$ cat src/rtl/program_sequencer.sv
// Instruction front end for the simple processor: issues a loaded 9-bit program over
// Run/DIN/Done, appends mvi immediates, and flags malformed programs or a missing Done.
module program_sequencer #(
  parameter int unsigned DEPTH   = 16,
  parameter logic [2:0]  MVI_OP  = 3'b011,
  parameter int unsigned TIMEOUT = 15
) (
  input  logic                     Clock,
  input  logic                     Reset,
  input  logic                     prog_we,
  input  logic [$clog2(DEPTH)-1:0] prog_addr,
  input  logic [8:0]               prog_wdata,
  input  logic [$clog2(DEPTH):0]   prog_len,
  input  logic                     start,
  input  logic                     Done,
  output logic [8:0]               DIN,
  output logic                     Run,
  output logic                     busy,
  output logic                     done_all,
  output logic                     error,
  output logic [7:0]               instr_count
);

  localparam int unsigned AW = $clog2(DEPTH);
  localparam int unsigned LW = AW + 1;
  localparam int unsigned TW = $clog2(TIMEOUT + 1);

  typedef enum logic [2:0] {
    IDLE,
    ISSUE,
    IMM,
    WAIT_DONE,
    FINISH
  } state_e;

  state_e        state_q;
  logic [8:0]    mem_q [DEPTH];
  logic [LW-1:0] pc_q;
  logic [LW-1:0] len_q;
  logic [TW-1:0] tmo_q;
  logic          is_mvi_q;
  logic [8:0]    din_q;
  logic          run_q;
  logic          busy_q;
  logic          done_all_q;
  logic          error_q;
  logic [7:0]    count_q;

  logic [LW-1:0] pc_inc1_d;
  logic [LW-1:0] pc_inc2_d;
  logic [LW-1:0] pc_done_d;
  logic [8:0]    word_pc_d;
  logic [8:0]    word_imm_d;
  logic [8:0]    word_next_d;
  logic [8:0]    word_start_d;
  logic          cur_mvi_d;
  logic [7:0]    count_d;

  // Program store: writable only while idle, survives Reset.
  always_ff @(posedge Clock) begin
    if (!Reset && prog_we && state_q == IDLE) begin
      mem_q[prog_addr] <= prog_wdata;
    end
  end

  // Word fetch and pc arithmetic; the start word forwards a same-cycle write to address 0.
  always_comb begin
    pc_inc1_d    = pc_q + LW'(1);
    pc_inc2_d    = pc_q + LW'(2);
    pc_done_d    = is_mvi_q ? pc_inc2_d : pc_inc1_d;
    word_pc_d    = mem_q[pc_q[AW-1:0]];
    word_imm_d   = mem_q[pc_inc1_d[AW-1:0]];
    word_next_d  = mem_q[pc_done_d[AW-1:0]];
    word_start_d = (prog_we && prog_addr == '0) ? prog_wdata : mem_q[AW'(0)];
    cur_mvi_d    = (word_pc_d[8:6] == MVI_OP);
    count_d      = (count_q == 8'hFF) ? count_q : count_q + 8'd1;
  end

  // Sequencer FSM; outputs are loaded on the edge that enters each state.
  always_ff @(posedge Clock) begin
    if (Reset) begin
      state_q    <= IDLE;
      pc_q       <= '0;
      len_q      <= '0;
      tmo_q      <= '0;
      is_mvi_q   <= 1'b0;
      din_q      <= '0;
      run_q      <= 1'b0;
      busy_q     <= 1'b0;
      done_all_q <= 1'b0;
      error_q    <= 1'b0;
      count_q    <= '0;
    end else begin
      done_all_q <= 1'b0;
      unique case (state_q)
        IDLE: begin
          din_q  <= '0;
          run_q  <= 1'b0;
          busy_q <= 1'b0;
          if (start) begin
            len_q   <= prog_len;
            pc_q    <= '0;
            error_q <= 1'b0;
            count_q <= '0;
            busy_q  <= 1'b1;
            if (prog_len == '0) begin
              state_q    <= FINISH;
              done_all_q <= 1'b1;
            end else begin
              state_q <= ISSUE;
              din_q   <= word_start_d;
              run_q   <= 1'b1;
            end
          end
        end

        ISSUE: begin
          tmo_q    <= '0;
          is_mvi_q <= cur_mvi_d;
          if (cur_mvi_d) begin
            if (pc_inc1_d >= len_q) begin
              state_q <= IDLE;
              error_q <= 1'b1;
              din_q   <= '0;
              run_q   <= 1'b0;
              busy_q  <= 1'b0;
            end else begin
              state_q <= IMM;
              din_q   <= word_imm_d;
            end
          end else begin
            state_q <= WAIT_DONE;
          end
        end

        IMM, WAIT_DONE: begin
          if (Done) begin
            count_q <= count_d;
            pc_q    <= pc_done_d;
            if (pc_done_d >= len_q) begin
              state_q    <= FINISH;
              din_q      <= '0;
              run_q      <= 1'b0;
              done_all_q <= 1'b1;
            end else begin
              state_q <= ISSUE;
              din_q   <= word_next_d;
            end
          end else if (state_q == IMM) begin
            state_q <= WAIT_DONE;
          end else if (tmo_q == TW'(TIMEOUT - 1)) begin
            state_q <= IDLE;
            error_q <= 1'b1;
            din_q   <= '0;
            run_q   <= 1'b0;
            busy_q  <= 1'b0;
          end else begin
            tmo_q <= tmo_q + TW'(1);
          end
        end

        FINISH: begin
          state_q <= IDLE;
          din_q   <= '0;
          run_q   <= 1'b0;
          busy_q  <= 1'b0;
        end

        default: begin
          state_q <= IDLE;
          din_q   <= '0;
          run_q   <= 1'b0;
          busy_q  <= 1'b0;
        end
      endcase
    end
  end

  assign DIN         = din_q;
  assign Run         = run_q;
  assign busy        = busy_q;
  assign done_all    = done_all_q;
  assign error       = error_q;
  assign instr_count = count_q;

endmodule

$ cat config.mk
export PLATFORM = sky130hd
export DESIGN_NAME = program_sequencer
export DESIGN_NICKNAME = d
export VERILOG_FILES = /design/src/rtl/program_sequencer.sv
export SDC_FILE = /design/constraint.sdc
export NUM_CORES = 1
export LEC_CHECK = 0
export ABC_AREA = 1
export CORE_ASPECT_RATIO = 1.75
export CORE_MARGIN = 1.5
export CORE_UTILIZATION = 61
export DETAILED_ROUTE_END_ITERATION = 10
export HOLD_SLACK_MARGIN = 0.05
export PLACE_DENSITY = 0.92
export SLEW_MARGIN = 20
export SYNTH_ARGS = -nofsm -noshare
export SYNTH_HDL_FRONTEND = slang
export SYNTH_SLANG_ARGS = --single-unit
export TNS_END_PERCENT = 30
$ cat constraint.sdc
create_clock -name Clock -period 3.2 [get_ports Clock]
set_clock_uncertainty 0.05 [all_clocks]
set_input_delay 0.64 -clock Clock [delete_from_list [all_inputs] [get_ports Clock]]
set_output_delay 0.64 -clock Clock [all_outputs]
set_load 0.005 [all_outputs]
Word-level counts from Yosys, hierarchy flattened. Memories as Yosys holds them, arrays and structs flattened. A register that Yosys moved wholly into a read port is not among the register bits. Cells that the tools add are included.

Add/sub/neg operators: 4. Reduce and logical (&&, ||, !) cells: 20. $lt $le $gt $ge: 2. Eq/ne operators: 19. Mux-type cells: 59.

Operators by type and width (count): $mux 9 (9); $pmux 9 s3 (1); $mux 8 (3); $mux 1 (22); $mux 3 (7); $mux 4 (5); $ne 2x2->1 const B (9); $pmux 8 s2 (1); $mux 5 (3); $ge 5x5->1 (2); $pmux 5 s2 (1); $reduce_and 5->1 (2); $eq 3x2->1 const B (3); $ne 3x3->1 const B (3); $pmux 1 s3 (3); $pmux 3 s3 (1); $add 8x1->8 const B (1); $eq 8x8->1 const B (1); $pmux 4 s2 (1); $reduce_and 4->1 (2); $reduce_and 7->1 (1); $reduce_and 3->1 (2); $add 5x1->5 const B (1); $add 5x2->5 const B (1); other kinds (15) (19).

Logic and storage cells: 116. Memories kept: 1. Flip-flop bits (word level): 39. Memory bits (writable): 144.

Memory list: mem_q (words 16, width 9, read ports 4, clocked after Yosys merged registers in 1, write ports 1, line 37) `logic [8:0] mem_q [DEPTH];`.

Logic depth before layout (Yosys ltp).
Depth in word-level cells: 6. Mapped depth: 18.

Worst setup path before layout. No wires, ideal clock.

Kind: flip-flop to flip-flop. Start point: register pc_q[0]. End point: register din_q[3], in the netlist DIN[3]. Setup slack: 587 ps. Clock period less this slack: 2613 ps. Library setup time: 138 ps. Arrival time: 2425 ps. Stages on the path, launching flop included: 15. Required time: 3012 ps. Path buffers: 2. Cells stage by stage: dfxtp_1 -> ha_1 -> o21ai_4 -> inv_2 -> buf_2 -> buf_2 -> ha_1 -> nand2_1 -> or3_1 -> nand4_1 -> inv_1 -> nand3_1 -> nand2_1 -> nand2_1 -> a21oi_2.

Cells in the longest elaborated chain, start to end: 6. Elaborated cells on any way between the ends: 11.

RTL lines: from (decl) (line 38) `logic [LW-1:0] pc_q;`; from (signal assigned) (line 139) `pc_q <= pc_done_d;`; $add 5x1->5 or $add 5x2->5 (tied branches) (line 68, 69); $mux 5 (line 70) `pc_done_d = is_mvi_q ? pc_inc2_d : pc_inc1_d;`; $mem_v2 16x9 or $ge 5x5->1 (tied branches); $mux 9 (line 140) `if (pc_done_d >= len_q) begin`; $mux 9 (line 137) `if (Done) begin`; $pmux 9 s3 (*) (line 95) `unique case (state_q)`; to (signal assigned) (line 111) `din_q <= word_start_d;`; to (signal assigned) (line 129) `din_q <= word_imm_d;`; to (signal assigned) (line 147) `din_q <= word_next_d;`; to (decl) (line 42) `logic [8:0] din_q;`.

Every way passes the cells marked *; elsewhere a longest branch is shown, timed or not. The select of a mux whose other input is x is not followed. A chain may end at the register's enable or synchronous reset.

Worst setup path in the final report.
Start point: register pc_q[0]. End point: register din_q[8], in the netlist DIN[8].

Same word-level chain as after synthesis.

==> metrics <==
status finished clean; f_max 353.3 MHz; nets 1337; Crit path required time 3.47 ns; Remaining DRCs 0; Critical Path AT 3.10 ns; Synth Flop Type edfxtp_1; RSZ-0062 raised after global routing false; buffer count from post-CTS setup fixing 0; Slew headroom 0.4516; Initial DRC Count 1427; Worst Setup SP pc_q[0]$_SDFFE_PP0P_; fin crit share 0.8846; DR vias/cell 6.456; Hold Path Class flop to flop; Crit-path slowest cell or3_1; placed instance count 1472; Hold Violations, Final 0; YS warnings 0; PD cells roughly 710 nW/um^2; hold depth 2; Buf+Inv Stages, Crit Path 4; die height 173.0 um; Inserted Diodes 0; Crit. End Element flop; Setup WS post-layout about 0.37 ns; Crit Reg-Reg Endpoint DIN[8]$_SDFFE_PP0P_; cell family with most CP delay simple AND/OR/NAND/NOR gates; CTS sink cnt around 190; Register Area 5186 sq um; synthesized cell area a little over 10000 sq um; post-synth top area share 0.4292; Post-synth EDFFs 144; htree depth 4; clock slew at reported path FFs 0.07 ns; sequential share of the synthesized area 0.5147; initial antenna violation count 0; Worst Setup Start Kind flop; Setup Viol. Count Final 0; Cell variety after synth between 40 and 50; DIE AREA around 17000 sq um; share of cells above drive strength 1 0.09230; CTS Buf Count 17; metal3 WL between 3000 and 4000 um; Critical Path Fanout Max between 70 and 80; post-route ant nets 0; Initial Util 0.6184; CTS tree done; syn_nets 1281; largest net degree at the start of global routing 79; Fill cells between 1000 and 1500; site row count 62; crit path to DIN[8]$_SDFFE_PP0P_; syn_area_per_cell 8.105 sq um; gr usage total 0.3811; Post-Route WL 31630 um; top area cells in the synthesized netlist edfxtp_1 43%, nand2_1 16%, nand3_1 15%; Finished Layout Cells around 1500; FF-to-FF setup slack 0.37 ns; gpl congestion 1.025; post-layout util 0.7043; # IOs 44; global-route wire length before repair 49220 um; Peak VDD IR 0.4661 mV; Crit. path cell count 15; most frequent cell on the critical path nand2_1; grt ovf 0; hold bufs inserted after CTS 0; setup TNS 0 ns; async set-or-reset flop fraction in the synthesized netlist 0; leakage power 4.647 nW; post-DP HPWL 20490 um; Worst Reg-to-Reg Cells 15; Final min period 2.831 ns; area leader, netlist edfxtp_1; Resize count post-CTS 0; Buffers on Ports 43; max cap viols 0; M1 WL 9495 um; area of the multi-input gates 4247 sq um; Wirelength per Cell 21.04 um; Setup WS pre-CTS 0.4337 ns; max-slew violations 0; RR Startpoint pc_q[0]$_SDFFE_PP0P_; area grow syn2layout 13.88%; Slew @ Worst Pin between 0.8 and 0.9 ns; CP peak stage delay 0.38 ns; Syn Inst Count 1243; DIE WIDTH 100.1 um; met2 WL post-DR 15230 um; vias in the first global route 9478; CTS max path bufs 2; overall power between 8 and 9 mW; Setup Crit Path Kind flop to flop; highest routed layer met4; total vias in the final route 9703; Core ar. around 16000 sq um; cell chain of the critical path buf_12, inv_2, nand2_1, nand2_1, xor2_2, inv_2, ha_1, nand2_1, or3_1, nand4_1, inv_1, nand3_1, nand2_1, nand2_1, a21oi_2; clock latency on the worst-skew pair 0.44 ns; Yosys reg bits around 190; DR pass1 iterations 10; CTS root buf clkbuf_16
cells in the mapped netlist, types with 2 or more instances:
library cell and count:
a21oi_1 22, nor3_1 6, nand4_1 8, nand3_1 297, inv_4 2, nor2_1 62
nand3_2 10, xor2_1 6, nand2_1 425, or2_2 3, o21ai_0 20, a21oi_2 9
inv_1 78, inv_2 7, buf_1 4, o21ai_1 3, o21a_1 2, nand2_2 2
ha_1 15, a211oi_1 2, xor2_2 2, buf_2 26, clkbuf_1 20, edfxtp_1 144
dfxtp_1 43, buf_4 9
cell usage in the layout (no fill, tap or decap), types with 8 or more instances in the layout:
master / synthesis / routed
ha_1: 15 / 15
buf_4: 9 / 49
edfxtp_1: 144 / 144
a21oi_1: 22 / 22
o21ai_0: 20 / 19
dfxtp_1: 43 / 42
nand3_2: 10 / 10
nand4_1: 8 / 8
inv_1: 78 / 78
nor2_1: 62 / 62
nand2_1: 425 / 425
clkdlybuf4s50_1: 0 / 43
clkbuf_16: 0 / 17
nand3_1: 297 / 297
a21oi_2: 9 / 9
how the worst min path moves through the flow:
stage,start,end,slack [ns]
final,error$_SDFFE_PP0P_,error$_SDFFE_PP0P_,0.41
after detailed placement,error$_SDFFE_PP0P_,error$_SDFFE_PP0P_,0.40
after global routing,busy$_SDFFE_PP0P_,busy$_SDFFE_PP0P_,0.42
after CTS,error$_SDFFE_PP0P_,error$_SDFFE_PP0P_,0.41
after global placement,error$_SDFFE_PP0P_,error$_SDFFE_PP0P_,0.39
after floorplan,error$_SDFFE_PP0P_,error$_SDFFE_PP0P_,0.40
stage by stage:
stage / cell area, sq um / hold slack (ns)
6_report: 11470 / 0.4116
4_1_cts: 11470 / 0.4088
3_5_place_dp: 10920 / 0.3991
2_1_floorplan: 10070 / 0.3966
3_3_place_gp: 10920 / 0.3879
5_1_grt: 11470 / 0.4233
worst reg2reg max path: stages, from the launching register on:
cell,delay (ns)
dfxtp_2,0.36
buf_12,0.34
inv_2,0.10
nand2_1,0.10
nand2_1,0.08
xor2_2,0.17
inv_2,0.06
ha_1,0.30
nand2_1,0.08
or3_1,0.38
nand4_1,0.16
inv_1,0.21
nand3_1,0.15
nand2_1,0.07
nand2_1,0.08
a21oi_2,0.05
per-layer routing:
layer  up-vias  track usage
met1      4312       0.4032
li1       4282            -
met3       245       0.1087
met4         0       0.3187
met2       864       0.6159
met5         -            0
final cells by class:
cell class                 instances  share of cell area
sequential                       187              0.4520
multi-input combinational        907              0.3701
timing repair buffer              97             0.07830
clock buffer                      19             0.03773
inverter                          89             0.02999
tap                              192             0.02094
clock inverter                    12             0.01091
state kept, by name, summed over array words and instances, names as in the netlist, 3 cells and up, named ones only:
| signal | count |
|---|---|
| mem_q | 144 |
| DIN | 9 |
| instr_count | 8 |
| len_q | 5 |
| pc_q | 5 |
| tmo_q | 4 |
| state_q | 3 |
cells by family (layout without fill, tap and decap cells):
group,after synthesis,in the layout,synth area share
AND/OR/NAND/NOR,820,820,0.3554
AO/OA/AOI/OAI,63,63,0.03813
buffers and inverters,149,217,0.06383
flip-flops,187,187,0.5147
XOR/XNOR,9,9,0.009314
adder cells (fa/ha/maj),15,15,0.01863
power breakdown:
| part | internal, mW | total (mW) | switching [mW] | leakage, nW |
|---|---|---|---|---|
| combinational | 1.07 | 3.27 | 2.20 | 2.74 |
| clock | 1.14 | 2.01 | 0.873 | 0.264 |
| sequential | 2.74 | 2.84 | 0.0942 | 1.65 |
Power figures use the tool's default switching activity.
